==> src/rtl/maze_pkg.sv <==
// rtl/maze_pkg.sv - shared maze map constants, row type and cell helper
package maze_pkg;

    localparam int COLS       = 64;
    localparam int ROWS       = 48;
    localparam int NUM_LEVELS = 4;
    localparam int LVL_W      = 3;
    localparam int LVL_TITLE  = 0;
    localparam int LVL_END    = 7;

    localparam logic [63:0] L1_ROW0 = 64'hFFFF_FFFF_FFFF_FB87;

    typedef logic [COLS-1:0] row_t;

    function automatic logic border_cell(input int r, input int c, input int rows, input int cols);
        return (r == 0) || (r == rows - 1) || (c == 0) || (c == cols - 1);
    endfunction

endpackage

==> src/rtl/maze_level_rom.sv <==
// rtl/maze_level_rom.sv - combinational level/screen bitmap ROM, (idx, row) -> row bits
module maze_level_rom #(
    parameter int COLS       = maze_pkg::COLS,
    parameter int ROWS       = maze_pkg::ROWS,
    parameter int NUM_LEVELS = maze_pkg::NUM_LEVELS,
    parameter int LVL_W      = maze_pkg::LVL_W,
    parameter int ROW_W      = $clog2(ROWS),
    parameter int COL_W      = $clog2(COLS)
) (
    input  logic [LVL_W-1:0] idx,
    input  logic [ROW_W-1:0] row,
    output logic [COLS-1:0]  row_data
);
    import maze_pkg::*;

    int   r_i;
    int   lvl_i;
    logic b;
    logic w;

    // Bitmaps are generated from per-cell rules so they scale with COLS/ROWS.
    always_comb begin
        row_data = '0;
        r_i      = int'(row);
        lvl_i    = int'(idx);
        b        = 1'b0;
        w        = 1'b0;
        for (int c = 0; c < COLS; c++) begin
            b = border_cell(r_i, c, ROWS, COLS);
            w = 1'b0;
            if (lvl_i == LVL_END) begin
                w = b || ((r_i % 2 == 0) && (c % 2 == 0));
            end else if (lvl_i == LVL_TITLE) begin
                w = b || ((r_i == ROWS / 2) && (c >= 8) && (c < COLS - 8));
            end else if (lvl_i <= NUM_LEVELS) begin
                case (lvl_i)
                    1: w = (r_i == 0) ? L1_ROW0[6'(c % 64)]
                         : (b || ((r_i % 4 == 0) && (c % 8 != 3)) || ((r_i % 4 == 2) && (c % 8 == 0)));
                    2: w = b || ((r_i % 6 == 3) && (c % 10 < 7));
                    3: w = b || ((c % 6 == 3) && (r_i % 5 != 1));
                    default: w = b || ((r_i + c) % 7 == 0);
                endcase
            end
            row_data[COL_W'(c)] = w;
        end
    end

endmodule

==> src/rtl/maze_map_store.sv <==
// rtl/maze_map_store.sv - sequentially loaded maze map with cell queries and row reads; option MAP_EDIT_EN
module maze_map_store #(
    parameter int COLS       = maze_pkg::COLS,
    parameter int ROWS       = maze_pkg::ROWS,
    parameter int NUM_LEVELS = maze_pkg::NUM_LEVELS,
    parameter int LVL_W      = maze_pkg::LVL_W,
    parameter int ROW_W      = $clog2(ROWS),
    parameter int COL_W      = $clog2(COLS)
) (
    input  logic             Clk,
    input  logic             Reset,
`ifdef MAP_EDIT_EN
    input  logic             wr_en,
    input  logic [ROW_W-1:0] wr_row,
    input  logic [COL_W-1:0] wr_col,
    input  logic             wr_val,
`endif
    input  logic [LVL_W-1:0] level_sel,
    input  logic             end_screen,
    input  logic             load_start,
    output logic             busy,
    output logic             load_done,
    input  logic             q_valid,
    output logic             q_ready,
    input  logic [ROW_W-1:0] q_row,
    input  logic [COL_W-1:0] q_col,
    output logic             q_rsp_valid,
    output logic             q_wall,
    input  logic [ROW_W-1:0] rd_row,
    output logic [COLS-1:0]  rd_data
);
    import maze_pkg::*;

    typedef enum logic [1:0] {IDLE, LOAD, DONE} state_t;

    state_t           state_q, state_d;
    logic [LVL_W-1:0] idx_q, idx_d;
    logic [ROW_W-1:0] row_cnt_q, row_cnt_d;
    logic [COLS-1:0]  map_q [ROWS];
    logic [COLS-1:0]  map_d [ROWS];
    logic             busy_q, busy_d;
    logic             load_done_q, load_done_d;
    logic             q_rsp_valid_q, q_rsp_valid_d;
    logic             q_wall_q, q_wall_d;
    logic [COLS-1:0]  rd_data_q, rd_data_d;
    logic [COLS-1:0]  rom_row;
    logic             q_accept;

    maze_level_rom #(
        .COLS       (COLS),
        .ROWS       (ROWS),
        .NUM_LEVELS (NUM_LEVELS),
        .LVL_W      (LVL_W),
        .ROW_W      (ROW_W),
        .COL_W      (COL_W)
    ) u_rom (
        .idx      (idx_q),
        .row      (row_cnt_q),
        .row_data (rom_row)
    );

    always_comb begin
        state_d     = state_q;
        idx_d       = idx_q;
        row_cnt_d   = row_cnt_q;
        map_d       = map_q;
        load_done_d = 1'b0;
        case (state_q)
            IDLE: begin
                if (load_start) begin
                    state_d   = LOAD;
                    idx_d     = end_screen ? LVL_W'(LVL_END) : level_sel;
                    row_cnt_d = '0;
                end
            end
            LOAD: begin
                map_d[row_cnt_q] = rom_row;
                row_cnt_d        = row_cnt_q + 1'b1;
                if (row_cnt_q == ROW_W'(ROWS - 1)) begin
                    state_d     = DONE;
                    load_done_d = 1'b1;
                end
            end
            DONE:    state_d = IDLE;
            default: state_d = IDLE;
        endcase
`ifdef MAP_EDIT_EN
        if ((state_q == IDLE) && wr_en && (int'(wr_row) < ROWS) && (int'(wr_col) < COLS))
            map_d[wr_row][wr_col] = wr_val;
`endif
        busy_d = (state_d != IDLE);

        // Queries always read the pre-edit map, so a same-cycle write is not seen yet.
        q_accept      = q_valid && !busy_q;
        q_rsp_valid_d = q_accept;
        q_wall_d      = q_wall_q;
        if (q_accept) begin
            if ((int'(q_row) < ROWS) && (int'(q_col) < COLS))
                q_wall_d = map_q[q_row][q_col];
            else
                q_wall_d = 1'b1;
        end

        rd_data_d = (int'(rd_row) < ROWS) ? map_q[rd_row] : '0;
    end

    always_ff @(posedge Clk or posedge Reset) begin
        if (Reset) begin
            state_q       <= IDLE;
            idx_q         <= '0;
            row_cnt_q     <= '0;
            busy_q        <= 1'b0;
            load_done_q   <= 1'b0;
            q_rsp_valid_q <= 1'b0;
            q_wall_q      <= 1'b0;
            rd_data_q     <= '0;
            for (int r = 0; r < ROWS; r++) map_q[r] <= '0;
        end else begin
            state_q       <= state_d;
            idx_q         <= idx_d;
            row_cnt_q     <= row_cnt_d;
            busy_q        <= busy_d;
            load_done_q   <= load_done_d;
            q_rsp_valid_q <= q_rsp_valid_d;
            q_wall_q      <= q_wall_d;
            rd_data_q     <= rd_data_d;
            map_q         <= map_d;
        end
    end

    assign busy        = busy_q;
    assign load_done   = load_done_q;
    assign q_ready     = !busy_q;
    assign q_rsp_valid = q_rsp_valid_q;
    assign q_wall      = q_wall_q;
    assign rd_data     = rd_data_q;

endmodule

==> config.mk <==
export PLATFORM = sky130hd
export DESIGN_NAME = maze_map_store
export DESIGN_NICKNAME = d
export VERILOG_FILES = /design/src/rtl/maze_pkg.sv /design/src/rtl/maze_level_rom.sv /design/src/rtl/maze_map_store.sv
export SDC_FILE = /design/constraint.sdc
export NUM_CORES = 2
export LEC_CHECK = 0
export ABC_CLOCK_PERIOD_IN_PS = 103300
export CAP_MARGIN = 20
export CELL_PAD_IN_SITES_DETAIL_PLACEMENT = 0
export CELL_PAD_IN_SITES_GLOBAL_PLACEMENT = 1
export CORE_UTILIZATION = 45
export DETAILED_ROUTE_END_ITERATION = 8
export PLACE_DENSITY = 0.76
export SLEW_MARGIN = 20
export SYNTH_ARGS = -nofsm -noshare
export SYNTH_HDL_FRONTEND = slang
export SYNTH_SLANG_ARGS = --single-unit
export TNS_END_PERCENT = 5
==> constraint.sdc <==
create_clock -name Clk -period 103.3 [get_ports Clk]
set_input_delay 20.66 -clock Clk [delete_from_list [all_inputs] [get_ports Clk]]
set_output_delay 20.66 -clock Clk [all_outputs]
set_load 0.005 [all_outputs]
==> metrics.md <==
| Metric | Value |
|---|---|
| Outcome | `complete, no violations` |
| Pre-Repair DR Iteration Count | `8` |
| Iter 0 DRT Violations | `10,415` |
| Finished Core Util | `0.489` |
| Relative max-transition margin | `0.194` |
| Critical R2R Capture | `map_q[927]` |
| Vias in the first global route | `93,882` |
| RePlAce Congestion | `0.943` |
| Final Hold Fails | `0` |
| Top cells by count, synth | `dfrtp_1 (1,583), nand2_1 (1,436), o21ai_0 (1,066), nor2_1 (975), mux4_2 (924)` |
| Cell taking the most area after synthesis | `dfrtp_1` |
| Most common cell in the netlist | `dfrtp_1` |
| DRC violations left | `0` |
| Critical path launch point | `q_row[1]` |
| Post-synth EDFFs | `0` |
| Die width | `approximately 500 um` |
| H-tree depth | `4` |
| Die area | `249,000 um^2` |
| Chip Height | `499 um` |
| Synth top area cells | `dfrtp_1 (36%), mux4_2 (19%), nand2_1 (4.8%)` |
| Gr ovfl total | `0` |
| Fin Setup TNS | `0 ns` |
| Unrepaired setup endpoints after global routing | `false` |
| Final nets | `between 10,000 and 15,000` |
| IO buf count | `62` |
| Post-Synthesis Cells | `11,371` |
| Setup crit start kind | `primary input` |
| WL/cell | `28.4 um` |
| Worst hold stages | `2` |
| Async set or reset register ratio after synthesis | `1.00` |
| Seq/Total Area, Yosys | `0.356` |
| Skew final | `0.0251 ns` |
| Initial antenna violation count | `8` |
| Placement row count | `182` |
| Layout cells sized above 1 | `0.186` |
| Via count | `96,662` |
| Worst Hold Class | `register to register` |
| Final hold slack | `0.496 ns` |
| Hold-fix buffers, CTS | `0` |
| Fin area | `between 100,000 and 150,000 um^2` |
| Max clock buf depth | `3` |
| Cts repair resizes | `0` |
| Largest net degree at the start of global routing | `190` |
| Worst hold path endpoint | `map_q[1625]` |
| Minimum clock period | `25.57 ns` |
| Post-synth cell types | `145` |
| Mean Syn Cell Area | `between 9 and 10 um^2` |
| CTS root buffer | `clkbuf_16` |
| Final WL | `~400 mm` |
| Max Transition Viols Final | `0` |
| CTS clock-pin slew for the worst setup and hold paths | `0.06 ns` |
| Synth warnings | `0` |
| Synthesized flop and latch total | `1,583` |
| Synthesis-to-layout area growth | `8.10%` |
| MaxCap Viol Count | `0` |
| Via density | `6.78` |
| Worst-Skew Late Latency | `0.83 ns` |
| Core box area | `approximately 250,000 um^2` |
| Post-route ant nets | `0` |
| Final setup viols | `0` |
| Crit-path max FO | `91` |
| Clock net sink count | `around 1,600` |
| Setup Fix Bufs, Post-CTS | `0` |
| CTS Buf Count | `about 160` |
| Worst EP arrival | `26.21 ns` |
| Mapped Area | `111,000 um^2` |
| Fin crit share | `0.248` |
| CTS tree | `yes` |
| Top-area cell type share of the netlist area | `0.356` |
| First-pass GRT wire length | `607 mm` |
| Worst reg-to-reg setup slack | `92.90 ns` |
| Setup crit end kind | `register` |
| Ys flop type | `dfrtp_1` |
| Critical Path RT | `103.94 ns` |
| All-layer global routing usage | `0.320` |
| Worst-Margin Slew | `1.21 ns` |
| Post-DP HPWL | `roughly 270 mm` |
| Hold path start | `map_q[1625]` |
| Max Fclk | `between 0.03 and 0.04 GHz` |
| Reg-to-Reg Start | `row_cnt_q[0]` |
| Initial core utilization | `0.452` |
| Critical path class | `primary input to register` |
| Top Ports | `95` |
| Area after DPL | `114,000 um^2` |
| R2R depth | `26` |
-- critical path, stage by stage --
cell and delay (ns):
buf_8 0.63, buf_4 0.73, buf_4 0.61, buf_4 0.69, mux4_2 0.60, mux4_2 0.51
o22ai_1 0.40, mux4_2 0.34, nor2_1 0.04, o21ai_0 0.23, o21ai_0 0.13, a21oi_1 0.17
nor2_1 0.06, a21oi_1 0.12, a21oi_1 0.09
-- layout by cell type (no fill, tap or decap), types with 149 or more instances in the layout --
cell type	n
clkbuf_16	164
o21ai_0	1064
o31ai_1	149
dfrtp_1	1577
a21oi_1	736
nor3_1	219
nor2_1	915
nand3_1	216
mux2_2	164
xnor2_1	200
mux4_2	924
a31oi_1	189
buf_4	279
mux2i_1	181
nand2_1	1402
-- per-stage QoR --
stage | worst slack, ns | cells
floorplan | 37.97 | 11402
global placement | 76.89 | 13959
detailed placement | 76.90 | 13961
CTS | 77.73 | 14251
global route | 77.37 | 14260
finish | 77.73 | 14261
-- worst max path at each step --
stage | endpoint | slack (ns)
3_3_place_gp | q_wall | 76.89
4_1_cts | q_wall | 77.73
5_1_grt | q_wall | 77.37
6_report | q_wall | 77.73
2_1_floorplan | busy | 37.97
3_5_place_dp | q_wall | 76.90
-- state kept, by name, summed over array words and instances, names as in the netlist --
| signal | cells |
|---|---|
| map_q | 1536 |
| rd_data | 32 |
| row_cnt_q | 6 |
| idx_q | 3 |
| state_q | 2 |
| busy | 1 |
| load_done | 1 |
| q_rsp_valid | 1 |
| q_wall | 1 |
-- routing by layer --
metal / global-route usage / part of all wire / vias up
li1: - / - / 42016
met1: 0.422 / 0.39 / 48705
met2: 0.500 / 0.45 / 4933
met3: 0.0666 / 0.094 / 1004
met4: 0.162 / 0.057 / 4
met5: 0 / 0.000052 / -
-- cell type report --
class / instances / area [um^2]
Antenna cell: 2 / 5.00
Clock buffer: 220 / 4590
Clock inverter: 70 / 1060
Fill cell: 22170 / 126000
Inverter: 168 / 641
Multi-Input combinational cell: 8640 / 67100
Sequential cell: 1583 / 39600
Tap cell: 3220 / 4030
Timing Repair Buffer: 358 / 3070
-- kinds of logic (layout without fill, tap and decap cells) --
logic type,count (synthesis),count (layout),share of synthesized area
compound gates,3433,3433,0.197
simple gates,3494,3494,0.142
flops,1583,1583,0.356
fa+ha+maj,153,153,0.0169
other cells,1,34,0.0000337
xor+xnor,258,258,0.0215
mux,1270,1270,0.220
buf+inv,1179,816,0.0459
Power is not shown: default switching activity piles up to over one toggle a cycle in this logic, so the estimate is an artifact.
